===== src/rtl/qupls_alu_sched_pkg.sv =====
// qupls_alu_sched_pkg
//   Shared types for the Qupls ALU lane issue scheduler: operation class,
//   result exception code and scheduler state encodings.
//   Other issue logic may import this package to decode req_kind or res_exc.
package qupls_alu_sched_pkg;

  // Operation class carried on req_kind. The reserved code issues as single-cycle.
  typedef enum logic [1:0] {
    ALK_SINGLE = 2'd0,
    ALK_MUL    = 2'd1,
    ALK_DIV    = 2'd2,
    ALK_RSVD   = 2'd3
  } alu_kind_t;

  // Exception code returned with a result.
  typedef enum logic [1:0] {
    ASX_NONE    = 2'd0,
    ASX_DBZ     = 2'd1,
    ASX_DIV_TMO = 2'd2
  } alu_sched_exc_t;

  // Scheduler state encodings.
  localparam logic [1:0] AS_IDLE = 2'd0;
  localparam logic [1:0] AS_MUL  = 2'd1;
  localparam logic [1:0] AS_DIV  = 2'd2;
  localparam logic [1:0] AS_HOLD = 2'd3;

  // True for classes that occupy the lane for more than one cycle.
  function automatic logic kind_is_multi(input alu_kind_t k);
    return (k == ALK_MUL) || (k == ALK_DIV);
  endfunction

endpackage


===== src/rtl/qupls_rr_arb.sv =====
// qupls_rr_arb
//   Rotating-priority one-hot arbiter. The search starts at i_ptr and wraps
//   modulo N; the first active request wins. Purely combinational; the caller
//   owns the pointer register and decides when to advance it.
// Ports:
//   i_req  N-bit request vector
//   i_ptr  index of the highest-priority requester this cycle (must be < N)
//   o_gnt  one-hot grant (zero when no request)
//   o_idx  index of the winner (zero when no request)
//   o_any  at least one request present
module qupls_rr_arb #(
  parameter int N = 4,
  parameter int W = (N > 1) ? $clog2(N) : 1
) (
  input  logic [N-1:0] i_req,
  input  logic [W-1:0] i_ptr,
  output logic [N-1:0] o_gnt,
  output logic [W-1:0] o_idx,
  output logic         o_any
);

  // One extra bit so ptr+offset cannot overflow before the wrap.
  logic [W:0] w_k;

  always_comb begin
    o_idx = '0;
    o_any = 1'b0;
    w_k   = '0;
    // Scan from the farthest offset down so the nearest hit is written last.
    for (int i = N - 1; i >= 0; i--) begin
      w_k = {1'b0, i_ptr} + (W+1)'(i);
      if (w_k >= (W+1)'(N)) begin
        w_k = w_k - (W+1)'(N);
      end
      if (i_req[w_k[W-1:0]]) begin
        o_any = 1'b1;
        o_idx = w_k[W-1:0];
      end
    end
    o_gnt = o_any ? (N'(1) << o_idx) : '0;
  end

endmodule


===== src/rtl/qupls_alu_sched.sv =====
// qupls_alu_sched
//   Issue scheduler for one Qupls ALU lane. Picks one of NREQ reservation
//   station requesters with rotating priority, strobes the ALU load for
//   multiply/divide, times the multi-cycle ops and returns a tagged result
//   to writeback with back-pressure.
// Ports:
//   clk, rst         clock, synchronous active-high reset
//   i_req            per-requester issue request (level)
//   i_req_kind       2 bits per requester, alu_kind_t
//   i_req_tag        TAGW bits per requester, destination tag
//   o_gnt, o_alu_sel one-hot grant and its index (combinational)
//   o_alu_ld         ALU load strobe on a multiply/divide grant (combinational)
//   i_div_done       divider finished; i_div_dbz valid with it
//   i_wb_rdy         writeback accepts the result this cycle
//   i_flush          abort in-flight op, drop any pending result
//   o_res_valid, o_res_tag, o_res_exc   registered result to writeback
//   o_busy           lane occupied by a multi-cycle op or a stalled result
//
// state   | meaning
// IDLE    | may issue; single-cycle results also live here while held
// MUL     | multiply in flight, counting down the fixed latency
// DIV     | divide in flight, waiting for div_done or timeout
// HOLD    | multi-cycle result presented, waiting for wb_rdy
module qupls_alu_sched
  import qupls_alu_sched_pkg::*;
#(
  parameter int NREQ    = 4,
  parameter int TAGW    = 6,
  parameter int MUL_LAT = 4,
  parameter int DIV_MAX = 140
) (
  input  logic                      clk,
  input  logic                      rst,
  input  logic [NREQ-1:0]           i_req,
  input  logic [2*NREQ-1:0]         i_req_kind,
  input  logic [TAGW*NREQ-1:0]      i_req_tag,
  output logic [NREQ-1:0]           o_gnt,
  output logic [$clog2(NREQ)-1:0]   o_alu_sel,
  output logic                      o_alu_ld,
  input  logic                      i_div_done,
  input  logic                      i_div_dbz,
  input  logic                      i_wb_rdy,
  input  logic                      i_flush,
  output logic                      o_res_valid,
  output logic [TAGW-1:0]           o_res_tag,
  output logic [1:0]                o_res_exc,
  output logic                      o_busy
);

  localparam int SELW    = $clog2(NREQ);
  localparam int CNT_MAX = (DIV_MAX > MUL_LAT) ? DIV_MAX : MUL_LAT;
  localparam int CNTW    = $clog2(CNT_MAX + 1);

  logic [1:0]           r_state;
  logic [SELW-1:0]      r_ptr;
  logic [CNTW-1:0]      r_cnt;
  logic [TAGW-1:0]      r_op_tag;
  logic                 r_res_valid;
  logic [TAGW-1:0]      r_res_tag;
  alu_sched_exc_t       r_res_exc;

  logic [1:0]           w_kind_a [NREQ];
  logic [TAGW-1:0]      w_tag_a  [NREQ];
  logic [NREQ-1:0]      w_arb_gnt;
  logic [SELW-1:0]      w_idx;
  logic                 w_any;
  logic                 w_elig;
  logic                 w_issue;
  alu_kind_t            w_kind;
  logic [TAGW-1:0]      w_tag;
  logic [SELW-1:0]      w_ptr_nxt;
  logic                 w_multi;

  for (genvar g = 0; g < NREQ; g++) begin : g_unpack
    assign w_kind_a[g] = i_req_kind[2*g +: 2];
    assign w_tag_a[g]  = i_req_tag[TAGW*g +: TAGW];
  end

  qupls_rr_arb #(
    .N (NREQ),
    .W (SELW)
  ) u_arb (
    .i_req (i_req),
    .i_ptr (r_ptr),
    .o_gnt (w_arb_gnt),
    .o_idx (w_idx),
    .o_any (w_any)
  );

  // Issue only from IDLE, and only if any presented result leaves this cycle.
  assign w_elig    = (r_state == AS_IDLE) && (!r_res_valid || i_wb_rdy) && !i_flush && !rst;
  assign w_issue   = w_elig && w_any;
  assign w_kind    = alu_kind_t'(w_kind_a[w_idx]);
  assign w_tag     = w_tag_a[w_idx];
  assign w_multi   = kind_is_multi(w_kind);
  assign w_ptr_nxt = (w_idx == SELW'(NREQ - 1)) ? '0 : w_idx + SELW'(1);

  assign o_gnt     = w_issue ? w_arb_gnt : '0;
  assign o_alu_sel = w_issue ? w_idx : '0;
  assign o_alu_ld  = w_issue && w_multi;

  assign o_res_valid = r_res_valid;
  assign o_res_tag   = r_res_tag;
  assign o_res_exc   = r_res_exc;
  // The stall term follows wb_rdy directly so upstream sees the stall in the
  // same cycle writeback refuses the result.
  assign o_busy      = (r_state != AS_IDLE) || (r_res_valid && !i_wb_rdy);

  always_ff @(posedge clk) begin
    if (rst) begin
      r_state     <= AS_IDLE;
      r_ptr       <= '0;
      r_cnt       <= '0;
      r_op_tag    <= '0;
      r_res_valid <= 1'b0;
      r_res_tag   <= '0;
      r_res_exc   <= ASX_NONE;
    end else if (i_flush) begin
      // Pointer is deliberately kept so fairness survives a flush.
      r_state     <= AS_IDLE;
      r_cnt       <= '0;
      r_res_valid <= 1'b0;
      r_res_exc   <= ASX_NONE;
    end else begin
      case (r_state)
        AS_IDLE: begin
          if (w_issue) begin
            r_ptr <= w_ptr_nxt;
            case (w_kind)
              ALK_MUL: begin
                r_op_tag    <= w_tag;
                r_cnt       <= CNTW'(MUL_LAT - 1);
                r_res_valid <= 1'b0;
                r_state     <= AS_MUL;
              end
              ALK_DIV: begin
                r_op_tag    <= w_tag;
                r_cnt       <= CNTW'(DIV_MAX);
                r_res_valid <= 1'b0;
                r_state     <= AS_DIV;
              end
              default: begin
                r_res_valid <= 1'b1;
                r_res_tag   <= w_tag;
                r_res_exc   <= ASX_NONE;
              end
            endcase
          end else if (i_wb_rdy) begin
            r_res_valid <= 1'b0;
          end
        end

        AS_MUL: begin
          r_cnt <= r_cnt - CNTW'(1);
          // Finishing on the step into zero lands res_valid at alu_ld + MUL_LAT.
          if (r_cnt <= CNTW'(1)) begin
            r_cnt       <= '0;
            r_res_valid <= 1'b1;
            r_res_tag   <= r_op_tag;
            r_res_exc   <= ASX_NONE;
            r_state     <= i_wb_rdy ? AS_IDLE : AS_HOLD;
          end
        end

        AS_DIV: begin
          r_cnt <= r_cnt - CNTW'(1);
          if (i_div_done) begin
            r_cnt       <= '0;
            r_res_valid <= 1'b1;
            r_res_tag   <= r_op_tag;
            r_res_exc   <= i_div_dbz ? ASX_DBZ : ASX_NONE;
            r_state     <= i_wb_rdy ? AS_IDLE : AS_HOLD;
          end else if (r_cnt <= CNTW'(1)) begin
            r_cnt       <= '0;
            r_res_valid <= 1'b1;
            r_res_tag   <= r_op_tag;
            r_res_exc   <= ASX_DIV_TMO;
            r_state     <= i_wb_rdy ? AS_IDLE : AS_HOLD;
          end
        end

        AS_HOLD: begin
          if (i_wb_rdy) begin
            r_res_valid <= 1'b0;
            r_state     <= AS_IDLE;
          end
        end

        default: r_state <= AS_IDLE;
      endcase
    end
  end

endmodule


===== config.mk =====
export PLATFORM = sky130hd
export DESIGN_NAME = qupls_alu_sched
export DESIGN_NICKNAME = d
export VERILOG_FILES = /design/src/rtl/qupls_alu_sched_pkg.sv /design/src/rtl/qupls_rr_arb.sv /design/src/rtl/qupls_alu_sched.sv
export SDC_FILE = /design/constraint.sdc
export NUM_CORES = 1
export LEC_CHECK = 0
export CELL_PAD_IN_SITES_DETAIL_PLACEMENT = 0
export CELL_PAD_IN_SITES_GLOBAL_PLACEMENT = 1
export CORE_UTILIZATION = 31
export CTS_CLUSTER_SIZE = 16
export DETAILED_ROUTE_END_ITERATION = 12
export GPL_TIMING_DRIVEN = 0
export PLACE_DENSITY = 0.83
export SLEW_MARGIN = 25
export SYNTH_ARGS = -nofsm -noshare
export SYNTH_HDL_FRONTEND = slang
export SYNTH_SLANG_ARGS = --single-unit

===== constraint.sdc =====
create_clock -name clk -period 2.9 [get_ports clk]
set_input_delay 0.29 -clock clk [delete_from_list [all_inputs] [get_ports clk]]
set_output_delay 0.29 -clock clk [all_outputs]
set_load 0.02 [all_outputs]

== Word level (Yosys, flattened, before mapping) ==
Cells that the tools add are included.
W data, S select, Z words.

* Register bits: 27
* Output and inout port bits: 17
* Logic and storage cells: 125
* Input port bits: 42

* Reduce and logical (&&, ||, !) cells: 24
* Multiplexer cells: 60
* Order comparisons: 10
* Equality and inequality tests: 12
* $add $sub $neg: 9
* Shift-type cells: 1
* Bitwise operators: 2

{| class="wikitable"
|+ Operator list
! operator !! count
|-
| $mux W2 || 22
|-
| $mux W6 || 6
|-
| $mux W8 || 3
|-
| $pmux W8 S3 || 1
|-
| $pmux W6 S3 || 1
|-
| $pmux W8 S2 || 1
|-
| $mux W1 || 14
|-
| $bmux W6 S2 || 1
|-
| $ge A3 B3 Y1 const B || 4
|-
| $lt A2 B3 Y1 const B || 4
|-
| $reduce_and A3 Y1 || 3
|-
| $bmux W1 S2 || 4
|-
| $eq A2 B2 Y1 const B || 4
|-
| $le A8 B1 Y1 const B || 1
|-
| $mux W4 || 2
|-
| $ne A2 B2 Y1 const B || 4
|-
| $pmux W2 S4 || 1
|-
| $reduce_and A4 Y1 || 2
|-
| $sub A2 B1 Y2 const B || 4
|-
| $sub A8 B1 Y8 const B || 1
|-
| $add A2 B2 Y3 const B || 2
|-
| $logic_and A1 B1 Y1 || 6
|-
| $pmux W2 S3 || 1
|-
| $reduce_and A5 Y1 || 1
|-
| other kinds (18) || 25
|}

== Longest topological paths before layout ==
* Word-level depth: 18
* Mapped depth: 14
* Mapped depth without buffers: 12

== Cells and area by module ==
Synthesis repeated with hierarchy kept, for this count alone.

* Cells, all modules: 250
* Area, all modules: 2073.2 um2

{| class="wikitable"
|+ Modules (own cells, without submodules)
! module !! times used !! cells each !! area each (um2)
|-
| qupls_alu_sched || 1 || 221 || 1890.6
|-
| qupls_rr_arb || 1 || 29 || 182.7
|}

== Worst setup path after synthesis ==
No wires, ideal clock.

* Path kind: register -> register
* Start point: register r_ptr[1]
* End point: register r_res_tag[2], in the netlist o_res_tag[2]
* Path buffers: 2
* Setup time: 0.091 ns
* Stages on the path, launching flop included: 14
* Required time: 2.809 ns
* Setup slack: -0.143 ns
* Arrival: 2.952 ns
* Clock period less this slack: 3.043 ns
* Cells stage by stage: dfxtp_1 -> mux2i_1 -> nor2_1 -> nor3_1 -> inv_2 -> clkbuf_1 -> nand2_1 -> nand2_1 -> ha_1 -> nand2_1 -> a211oi_1 -> clkbuf_1 -> nor2_1 -> a311oi_1

* Cells in the longest elaborated chain, start to end: 17
* Elaborated cells on any way between the ends: 48
* Those cells by class: add/sub (7); order compare (4); eq/ne (4); mux (29); bitwise (1); reduce/logical (3)

{| class="wikitable"
|+ Ends and longest elaborated chain
! what !! line !! RTL
|-
| from (decl) || qupls_alu_sched.sv:55 || <nowiki>logic [SELW-1:0] r_ptr;</nowiki>
|-
| from (signal assigned) || qupls_alu_sched.sv:128 || <nowiki>r_ptr <= w_ptr_nxt;</nowiki>
|-
| $add A2 B2 Y3 || qupls_rr_arb.sv:31 || <nowiki>w_k = {1'b0, i_ptr} + (W+1)'(i);</nowiki>
|-
| $ge A3 B3 Y1 or $sub A2 B1 Y2 (tied branches) || qupls_rr_arb.sv:32, qupls_rr_arb.sv:33 ||
|-
| $mux W2 || qupls_rr_arb.sv:32 || <nowiki>if (w_k >= (W+1)'(N)) begin</nowiki>
|-
| $bmux W1 S2 || qupls_rr_arb.sv:35 || <nowiki>if (i_req[w_k[W-1:0]]) begin</nowiki>
|-
| $mux W1 (implied by the code) || qupls_rr_arb.sv:35 ||
|-
| $mux W2 (4 in series) || qupls_rr_arb.sv:35 ||
|-
| $not A2 Y3 (implied by the code) || qupls_alu_sched.sv:93, qupls_alu_sched.sv:94 ||
|-
| $bmux W2 S2 || qupls_alu_sched.sv:93 || <nowiki>assign w_kind = alu_kind_t'(w_kind_a[w_idx]);</nowiki>
|-
| $mux W2 (implied by the code) (2 in series) || qupls_alu_sched.sv:93 ||
|-
| $eq A2 B1 Y1 or $eq A2 B2 Y1 (tied branches) || qupls_alu_sched.sv:129 || <nowiki>case (w_kind)</nowiki>
|-
| $reduce_or A2 Y1 (no line) || - ||
|-
| $ne A2 B2 Y1 (no line) || - ||
|-
| $reduce_and A4 Y1 (no line) || - ||
|-
| to (signal assigned) || qupls_alu_sched.sv:144 || <nowiki>r_res_tag <= w_tag;</nowiki>
|-
| to (signal assigned) || qupls_alu_sched.sv:159 || <nowiki>r_res_tag <= r_op_tag;</nowiki>
|-
| to (signal assigned) || qupls_alu_sched.sv:170 || <nowiki>r_res_tag <= r_op_tag;</nowiki>
|-
| to (decl) || qupls_alu_sched.sv:59 || <nowiki>logic [TAGW-1:0] r_res_tag;</nowiki>
|}

Parallel ways exist; a longest one is shown, timed or not. The select of a mux whose other input is x is not followed.
A chain may end at the register's enable or synchronous reset.

== Final worst setup path ==
* Start point: register r_ptr[0]
* End point: output port o_alu_ld

* Cells in the longest elaborated chain, start to end: 16
* Elaborated cells on any way between the ends: 40
* Those cells by class: add/sub (7); order compare (4); eq/ne (2); mux (23); bitwise (1); reduce/logical (3)

{| class="wikitable"
|+ Ends and longest elaborated chain
! what !! line !! RTL
|-
| $add A2 B2 Y3 || qupls_rr_arb.sv:31 ||
|-
| $ge A3 B3 Y1 or $sub A2 B1 Y2 (tied branches) || qupls_rr_arb.sv:32, qupls_rr_arb.sv:33 ||
|-
| $mux W2 || qupls_rr_arb.sv:32 ||
|-
| $bmux W1 S2 || qupls_rr_arb.sv:35 ||
|-
| $mux W1 (implied by the code) || qupls_rr_arb.sv:35 ||
|-
| $mux W2 (4 in series) || qupls_rr_arb.sv:35 ||
|-
| $not A2 Y3 (implied by the code) || qupls_alu_sched.sv:93 ||
|-
| $bmux W2 S2 || qupls_alu_sched.sv:93 ||
|-
| $mux W2 (implied by the code) (2 in series) || qupls_alu_sched.sv:93 ||
|-
| $eq A2 B1 Y1 or $eq A2 B2 Y1 (tied branches) || qupls_alu_sched_pkg.sv:30 || <nowiki>return (k == ALK_MUL) || (k == ALK_DIV);</nowiki>
|-
| $logic_or A1 B1 Y1 || qupls_alu_sched_pkg.sv:30 ||
|-
| $logic_and A1 B1 Y1 (*) || qupls_alu_sched.sv:100 || <nowiki>assign o_alu_ld = w_issue && w_multi;</nowiki>
|-
| to (decl) || qupls_alu_sched.sv:39 || <nowiki>output logic o_alu_ld,</nowiki>
|}

Mark *: on every way between the ends. The rest lies on a longest branch, timed or not. The select of a mux whose other input is x is not followed.

==> impl_metrics.yaml <==
hold_path:
  holdCritPathClass: "register to register"
clock_tree:
  cts-root-buf: "clkbuf_8"
  clk_path_buf_depth: 2
  clkTransAtPathRegs_ns: 0.11
  cts_tree: "built"
  cts-buffers-inserted: 3
  clk_latency_ns: 0.28
  numClockSinks: 27
  cts_max_level: 1
floorplan:
  fp.dieH_um: 84.20
  core_area_mm2: 0.006422
  core.rowCount: 29
  initial_core_util: 0.3261
  dieArea_mm2: 0.007089
  io_pins: 59
  die_w_um: 84.20
synth:
  ys_top_cells_by_area: "dfxtp_1 (26%), ha_1 (7.8%), mux2_2 (6.5%), mux2i_1 (5.7%), nor2_1 (4.8%)"
  yosysWarningCount: 0
  synth-seq-area-share: 0.2581
  netlist_area_mm2: 0.002095
  ys_types: 42
  yosysTopAreaCellShare: 0.2581
  yosysTopAreaCell: "dfxtp_1"
  avgSynthCellArea_um2: 7.994
  ys_async_sr_fraction: 0
  synth_seq_cells: 27
  synth_nets: 317
  synth_edf_count: 0
  synthTopCellsByCount: "dfxtp_1 (27), nor2_1 (27), nand2_1 (26), a21oi_1 (15)"
  netlist_instances: 262
  ys.flop_type: "dfxtp_1"
setup_path:
  reg2reg_from: "r_ptr[0]"
  cp-endpoint: "o_alu_ld"
  worst_r2r_path_depth: 13
  crit_arrival_ns: 2.47
  startpoint: "r_ptr[0]"
  end_kind: "output port"
  crit_type: "register to output port"
  start_kind: "register"
  rr_endpoint: "o_res_tag[5]"
  crit_fanout: 10
  crit_required_ns: 2.61
  rrSetupSlack_ns: 0.16
placement:
  placedCellCount: 397
  dp_hpwl_mm: 4.453
  gp_congestion: 0.8123
  dp_slack_ns: -1.348
  portBuffers: 58
  place_area_mm2: 0.002778
outcome:
  status: "complete, no violations"
timing:
  timing.fmax_mhz: 363.0
  tightest_slew_ns: 0.5276
  setup_viol: 0
  slew_headroom: 0.6482
  hold_violations: 0
  fin_skew_ns: 0.005271
  finalCritPeriodShare: 0.9500
  period_needed_ns: 2.755
  slew_viol_final: 0
  fin_setup_tns_ns: 0
  fin_ws_ns: 0.1449
cells_and_area:
  final_cells: 406
  fill_cells: 639
  final_layout_size_suffix_gt1_frac: 0.1550
  final_net_count: 385
  antennaDiodeCount: 0
  area_growth_pct: 41.28
  design_area_mm2: 0.002959
power_and_ir_drop:
  vdd_drop_max_mv: 0.2131
  power.leakage_nw: 1.146
  power_per_cell_area_mw_per_mm2: 414.8
detailed_routing:
  viasPerCell: 5.377
  wl_mm: 6.148
  drtIter0Drc: 161
  wl_per_cell_um: 15.14
  ant_nets: 0
  drc_errors: 0
  num_vias: 2183
  first_pass_iters: 5
run:
  drv_cap: 0
grt:
  gr-usage-all-layers: 0.1777
  grt_pass1_wl_mm: 10.32
  antenna_found_initial: 0
  grt_max_degree: 17
  grt_pass1_vias: 2158
  overflow: 0
state kept, by name, summed over array words and instances (netlist names):
signal / cells
r_op_tag: 6
r_ptr: 2
r_cnt: 8
o_res_valid: 1
o_res_tag: 6
r_state: 2
o_res_exc: 2
worst min path at each step:
stage	startpoint	endpoint	slack [ns]	cells after the start
after global placement	o_res_exc[0]	o_res_exc[0]	0.46	2
after detailed placement	r_cnt[6]	r_cnt[6]	0.48	2
final	r_cnt[6]	r_cnt[6]	0.49	2
after floorplan	i_div_done	o_res_exc[0]	0.44	2
after CTS	r_cnt[6]	r_cnt[6]	0.50	2
after global routing	r_op_tag[3]	r_op_tag[3]	0.52	2
cell families (layout without fill, tap and decap cells):
kind of cell | after synthesis | in the layout | synth area share
DFF | 27 | 27 | 0.2581
muxes | 24 | 24 | 0.1219
buffers and inverters | 22 | 89 | 0.04480
AOI/OAI and AO/OA | 72 | 72 | 0.2372
adders and majority gates | 13 | 13 | 0.07766
and+or+nand+nor | 104 | 104 | 0.2605
per-stage QoR:
stage	hold slack (ns)	total power, W	util
final	0.4928	0.001228	0.4607
after global routing	0.5244	0.001307	0.4607
after CTS	0.4991	0.001214	0.4559
after detailed placement	0.4826	0.0009432	0.4325
after global placement	0.4593	0.0009394	0.4325
after floorplan	0.4443	0.0007636	-
layout make-up:
type,count,area (µm²),share of cell area
Tap cell,77,96.34,0.03256
Clock inverter,1,7.507,0.002537
Sequential cell,27,543.0,0.1835
Buffer,10,76.32,0.02579
Multi-Input combinational cell,213,1530,0.5171
Clock buffer,3,41.29,0.01395
Timing Repair Buffer,65,624.3,0.2110
Inverter,10,40.04,0.01353
where the power goes:
| part | internal [W] | total, W | switching, W |
|---|---|---|---|
| sequential | 0.000402 | 0.000427 | 0.0000252 |
| combinational | 0.000276 | 0.000566 | 0.000290 |
| clock | 0.0000978 | 0.000234 | 0.000136 |
worst max-delay path, cell delays in order, from the launching register on:
cell       delay [ns]
dfxtp_2          0.34
inv_1            0.08
a21oi_2          0.21
a2bb2oi_4        0.19
buf_8            0.13
mux2i_1          0.18
nand2_1          0.08
and2_1           0.20
ha_4             0.28
nand2b_4         0.14
clkbuf_8         0.17
inv_1            0.04
buf_2            0.15
placed cells by master (no fill, tap or decap), types with 5 or more instances in the layout:
| cell | n |
|---|---|
| a21o_1 | 6 |
| a21oi_1 | 14 |
| a22o_1 | 6 |
| a311oi_1 | 6 |
| a32oi_1 | 6 |
| and2_1 | 6 |
| buf_4 | 7 |
| clkdlybuf4s50_1 | 54 |
| dfxtp_1 | 25 |
| ha_1 | 12 |
| inv_1 | 9 |
| mux2_2 | 12 |
| mux2i_1 | 12 |
| nand2_1 | 25 |
| nand2b_1 | 12 |
| nand3b_1 | 7 |
| nand4_1 | 5 |
| nor2_1 | 26 |
| o21ai_1 | 12 |
| o22ai_1 | 5 |
timing repair:
item / 4_1_cts / 5_1_grt
pin swaps: 3 / 2
endpoints found under the setup margin: 31 / 17
buffers inserted: 6 / 1
hold buffers: 0 / 0
cloned: 0 / 0
gates resized for setup: 20 / 11
routing by layer:
| layer | vias up | routed length (µm) | track usage |
|---|---|---|---|
| met2 | 82 | 2973 | 0.3100 |
| met3 | 6 | 360 | 0.02753 |
| met1 | 1005 | 2742 | 0.2297 |
| met5 | - | 0 | 0 |
| met4 | 0 | 71 | 0.04389 |
| li1 | 1090 | - | - |
(Power assumes the default switching activity.)
==> patch 1, RTL diff (config.mk and constraints unchanged) <==
Reset style: asynchronous (`rst`), changed in one clocked block. Comments in the files are not updated.
--- a/src/rtl/qupls_alu_sched.sv
+++ b/src/rtl/qupls_alu_sched.sv
@@ -106,7 +106,7 @@
   // same cycle writeback refuses the result.
   assign o_busy      = (r_state != AS_IDLE) || (r_res_valid && !i_wb_rdy);
 
-  always_ff @(posedge clk) begin
+  always_ff @(posedge clk or posedge rst) begin
     if (rst) begin
       r_state     <= AS_IDLE;
       r_ptr       <= '0;
Formal check against the unedited RTL: differs if rst is asserted again (counterexample within 4 cycles, from zero or initial values and one cycle with rst high); with rst held inactive, the same outputs for 4 cycles.
==> patch 1 against the original RTL <==
  * Sequential share of layout area increased by 1.1 points
  * Setup slack lost 0.13 ns
  * Final cell count increased by 15%
  * Area after synthesis increased by 15%
  * Sequential cell count unchanged
  * Register-to-register slack worse by 0.15 ns
  * Global-route usage up 0.46 points
  * Routed wire length up 18%
  * First-iteration DRC count grew 2.5%
  * Final area grew 17%
  * Core utilization grew 1.1 points
  * Count of clock-buffer cells in the layout unchanged
Power is not compared: it rests on default switching activity, and its combinational part moved more than twofold at a synthesized area within 25%.
==> patch 1: results (changes against the original RTL) <==
| Metric | Value |
|---|---|
| Status | finished, final reports clean |
| Worst reg2reg endpoint | o_res_tag[2] |
| Asr flop ratio synth | 100.0% (+100 points) |
| Largest family of logic cells by synthesized area | compound AO/OA/AOI/OAI gates |
| Seq/Total Area, Yosys | 28.15% (+2.3 points) |
| Mux cell area share after synthesis | 0.8863% (-11 points) |
| Cell at the slowest stage of the critical path | dfrtp_2 |
| Largest net degree at the start of global routing | 28 (+11) |
| Final #Nets | 422 (+9.6%) |
| Worst-margin pin slew | 0.7473 ns (+0.2196 ns) |
| Cell Count Post-Placement | 452 (+14%) |
| Share of layout cells above drive strength 1 | 18.80% (+3.3 points) |
| Arrival time of the worst setup path | 3.10 ns (+0.63 ns) |
| Commonest cells post-synth | dfrtp_1 (27), nand2_1 (21), and3_1 (20), nor2_1 (20), nor3_1 (19) |
| Top cells by area, synth | dfrtp_1 (28%), ha_1 (6.3%), and3_1 (5.2%) |
| Min-delay src | r_op_tag[3] |
| Placer Congestion | 0.7902 (-2.7%) |
| WL final | 7.284 mm (+18%) |
| Pre-antenna DRT Iters | 4 (-1) |
| Dpl hpwl | 5.368 mm (+21%) |
| Crit-path max cell delay | 0.46 ns (+0.12 ns) |
| Syn Area/Cell | 8.107 um2 (+1.4%) |
| Fin crit share | 99.65% (+4.6 points) |
| IO Port Bufs | 57 (-1.7%) |
| Synth Area in Compound Gates | 31.54% (+7.8 points) |
| Root Driver | clkbuf_8 |
| Hold worst-path end | r_op_tag[3] |
| Via/cell ratio | 5.485 (+2.0%) |
| Tot GR Track Use | 18.24% (+0.46 points) |
| Place WS | -1.252 ns (+0.09657 ns) |
| R2R Path Start | r_ptr[1] |
| Worst R2R Setup Slack | 0.01 ns (-0.15 ns) |
| Vias in the first global route | 2445 (+13%) |
| Pleak | 1.396 nW |
| Syn_nets | 350 (+10%) |
| DRT iter0 DRCs | 165 (+2.5%) |
| Fin Hold WS | 0.5288 ns (+0.03604 ns) |
| Total sequential power | 0.700 mW |
| Max Root-Sink Buffers | 2 (unchanged) |
| Placed instance area | 3110 um2 (+12%) |
| Cell Pwr Density | just over 1000 nW/um2 |
| Netlist cell types | 51 (+21%) |
| Global-route wire length before repair | 12.19 mm (+18%) |
| Worst Skew | 0.01309 ns (+0.007821 ns) |
| Max FO, Critical Path | 11 (+1) |
| Adder-Cell Fraction of Synth Area | 6.257% (-1.5 points) |
[patch 1: cell types whose count changed after synthesis, sizes merged, moves of 11 or more]
cell / unedited run / this run
nor3: 4 / 19
mux2i: 12 / 1
dfrtp: 0 / 27
and3: 0 / 20
a21boi: 0 / 13
mux2: 12 / 1
dfxtp: 27 / 0
[patch 1: what timing repair did]
item / CTS / global route
resized for setup: 42 / 29
setup endpoints to repair: 32 / 24
gates cloned: 1 / 0
endpoints found under the hold margin: 0 / 0
pin swaps: 7 / 5
setup buffers: 6 / 5
[patch 1: cell type report]
cell class	instances	area [um2]
clock inverter	1	7.507
inverter	17	77.57
tap	99	123.9
sequential	27	676.9
clock buffer	3	41.29
fill	722	3894
buffer	14	117.6
timing repair buffer	69	670.6
multi-input combinational	236	1760
[patch 1: logic make-up (layout without fill, tap and decap cells)]
family,Yosys count,in the layout
flip-flops,27,27
adder cells (fa/ha/maj),12,12
buffers and inverters,33,104
AND/OR/NAND/NOR,122,122
AO/OA/AOI/OAI,100,100
multiplexers,2,2
[patch 1: worst max path at each step]
stage | end | startpoint
floorplan | o_res_tag[0] | r_ptr[1]
global placement | o_alu_ld | i_req[0]
detailed placement | o_alu_ld | i_req[0]
CTS | o_alu_ld | r_ptr[1]
global route | o_res_tag[5] | r_ptr[1]
finish | o_res_tag[2] | r_ptr[1]
[patch 1: worst max-delay path: cells and delay by family (launching register included)]
kind | cells | cell delay [ns]
AOI/OAI and AO/OA | 5 | 1.06
adders and majority gates | 1 | 0.29
buffers and inverters | 3 | 0.40
DFF | 1 | 0.46
muxes | 1 | 0.13
and+or+nand+nor | 3 | 0.50
[patch 1: per-layer routing]
layer  GRT usage, %  up-vias  share of wire [%]
met2          29.81       64                 49
met5              0        -                  0
met1          25.75     1241                 46
met4          3.226        0               0.80
met3          2.707        4                4.6
li1               -     1247                  -
==> patch 2, RTL diff (same flow settings) <==
Without the edit above. Change the parameter `MUL_LAT` from 4 to 2.
--- a/src/rtl/qupls_alu_sched.sv
+++ b/src/rtl/qupls_alu_sched.sv
@@ -26,7 +26,7 @@
 #(
   parameter int NREQ    = 4,
   parameter int TAGW    = 6,
-  parameter int MUL_LAT = 4,
+  parameter int MUL_LAT = 2,
   parameter int DIV_MAX = 140
 ) (
   input  logic                      clk,
Check against the original RTL: not equivalent (a bounded check fails within 4 cycles, from zero or initial values and one cycle with rst high).
==> patch 2 against the original RTL <==
  * The run now ends with DRC left
  * Fmax down 0.94%
  * Critical path depth down 4
  * Final area down 0.21%
  * Global-route usage down 0.13 points
  * Power down 2.8%
  * Sequential cell count unchanged
  * Routed wire length down 1.4%
  * Setup slack worse by 0.026 ns
  * Area after synthesis about the same
  * Non-clock buffer count up 3
  * Critical path type unchanged
  * Highest routed layer unchanged
==> patch 2: results (changes against the original RTL) <==
| Metric | Value |
|---|---|
| Status | finished, violations left |
| Failing checks | DRC |
| Routing usage on met2 | 29.81% (-1.2 points) |
| Met1 wire length | 2.728 mm (-0.51%) |
| Met2 WL | 2.841 mm (-4.4%) |
| # diodes | 0 (unchanged) |
| Arrival time of the worst setup path | 2.49 ns (+0.02 ns) |
| Inverters | 9 (-1) |
| Peak VDD IR | 0.2263 mV (+6.2%) |
| Cell at the slowest stage of the critical path | clkdlybuf4s50_1 |
| Die area | 7093 um2 (about the same) |
| Crit-path max cell delay | 0.54 ns (+0.20 ns) |
| Clock-cell share of area | 1.568% (-0.081 points) |
| Global routing usage on met3 | 4.621% (+1.9 points) |
| DRT iter0 DRCs | 111 (-31%) |
| Share of layout cells above drive strength 1 | 15.62% (+0.11 points) |
| Area Growth Syn to Fin | 40.90% |
| Non-Clock Buffer Area Fraction | 23.98% (+0.30 points) |
| Multi-In Gates | 215 (+0.94%) |
| Met3 WL | 437 um (+21%) |
| Place WS | -1.258 ns (+0.09036 ns) |
| DR vias | 2161 (-1.0%) |
| Seq/Total Area, Yosys | 25.79% (about the same) |
| Fraction of area in registers | 18.47% (+0.12 points) |
| Global-route wire length before repair | 10.27 mm (-0.40%) |
| WL final | 6.061 mm (-1.4%) |
| Tot GR Track Use | 17.64% (-0.13 points) |
| Met1 usage | 22.73% (-0.24 points) |
| Non-clock buffers | 78 (+4.0%) |
| Via/cell ratio | 5.271 (-2.0%) |
| Pleak | 1.145 nW (-0.15%) |
| Placer Congestion | 0.8032 (-1.1%) |
| Netlist cell types | 43 (+2.4%) |
| Total DRC errors in the routed layout | 2 (+2) |
| Worst Skew | 0.01071 ns (+0.005442 ns) |
| Fill count | 653 (+2.2%) |
| Max FO, Critical Path | 6 (-4) |
| Pre-antenna DRT Iters | 8 (+3) |
| Cell Count Post-Placement | 399 (+0.50%) |
| Syn_nets | 319 (+0.63%) |
| Largest net degree at the start of global routing | 16 (-1) |
| Final #Nets | 389 (+1.0%) |
| Fraction of area in multi-input gates | 51.44% (-0.27 points) |
| Commonest cells post-synth | nor2_1 (30), dfxtp_1 (27), nand2_1 (25) |
| Top cells by area, synth | dfxtp_1 (26%), ha_1 (7.8%), mux2_2 (6.4%) |
patch 2: path summary, 6_finish.rpt:
check	cells after the start	endpoint	slack [ns]	startpoint
max	8	o_gnt[0]	0.12	r_ptr[1]
min	2	r_cnt[1]	0.48	r_cnt[1]
min reg2reg	2	r_cnt[1]	0.48	r_cnt[1]
max reg2reg	13	o_res_tag[5]	0.21	r_ptr[1]
patch 2: cell families after synthesis:
family          after synthesis  synth area share, %
compound gates               71                22.98
fa+ha+maj                    13                7.761
buf+inv                      22                4.537
flops                        27                25.79
mux                          24                12.18
simple gates                107                26.75
patch 2: where the power goes:
part | total, mW | switching [mW] | internal, mW
Sequential | 0.427 | 0.0257 | 0.401
Clock | 0.230 | 0.133 | 0.0968
Combinational | 0.537 | 0.270 | 0.266
Total | 1.19 | 0.429 | 0.764
patch 2: repair_timing:
item | in CTS | in global routing
resized for setup | 19 | 10
buffers inserted | 7 | 2
setup endpoints to repair | 31 | 15
pin swaps | 3 | 3
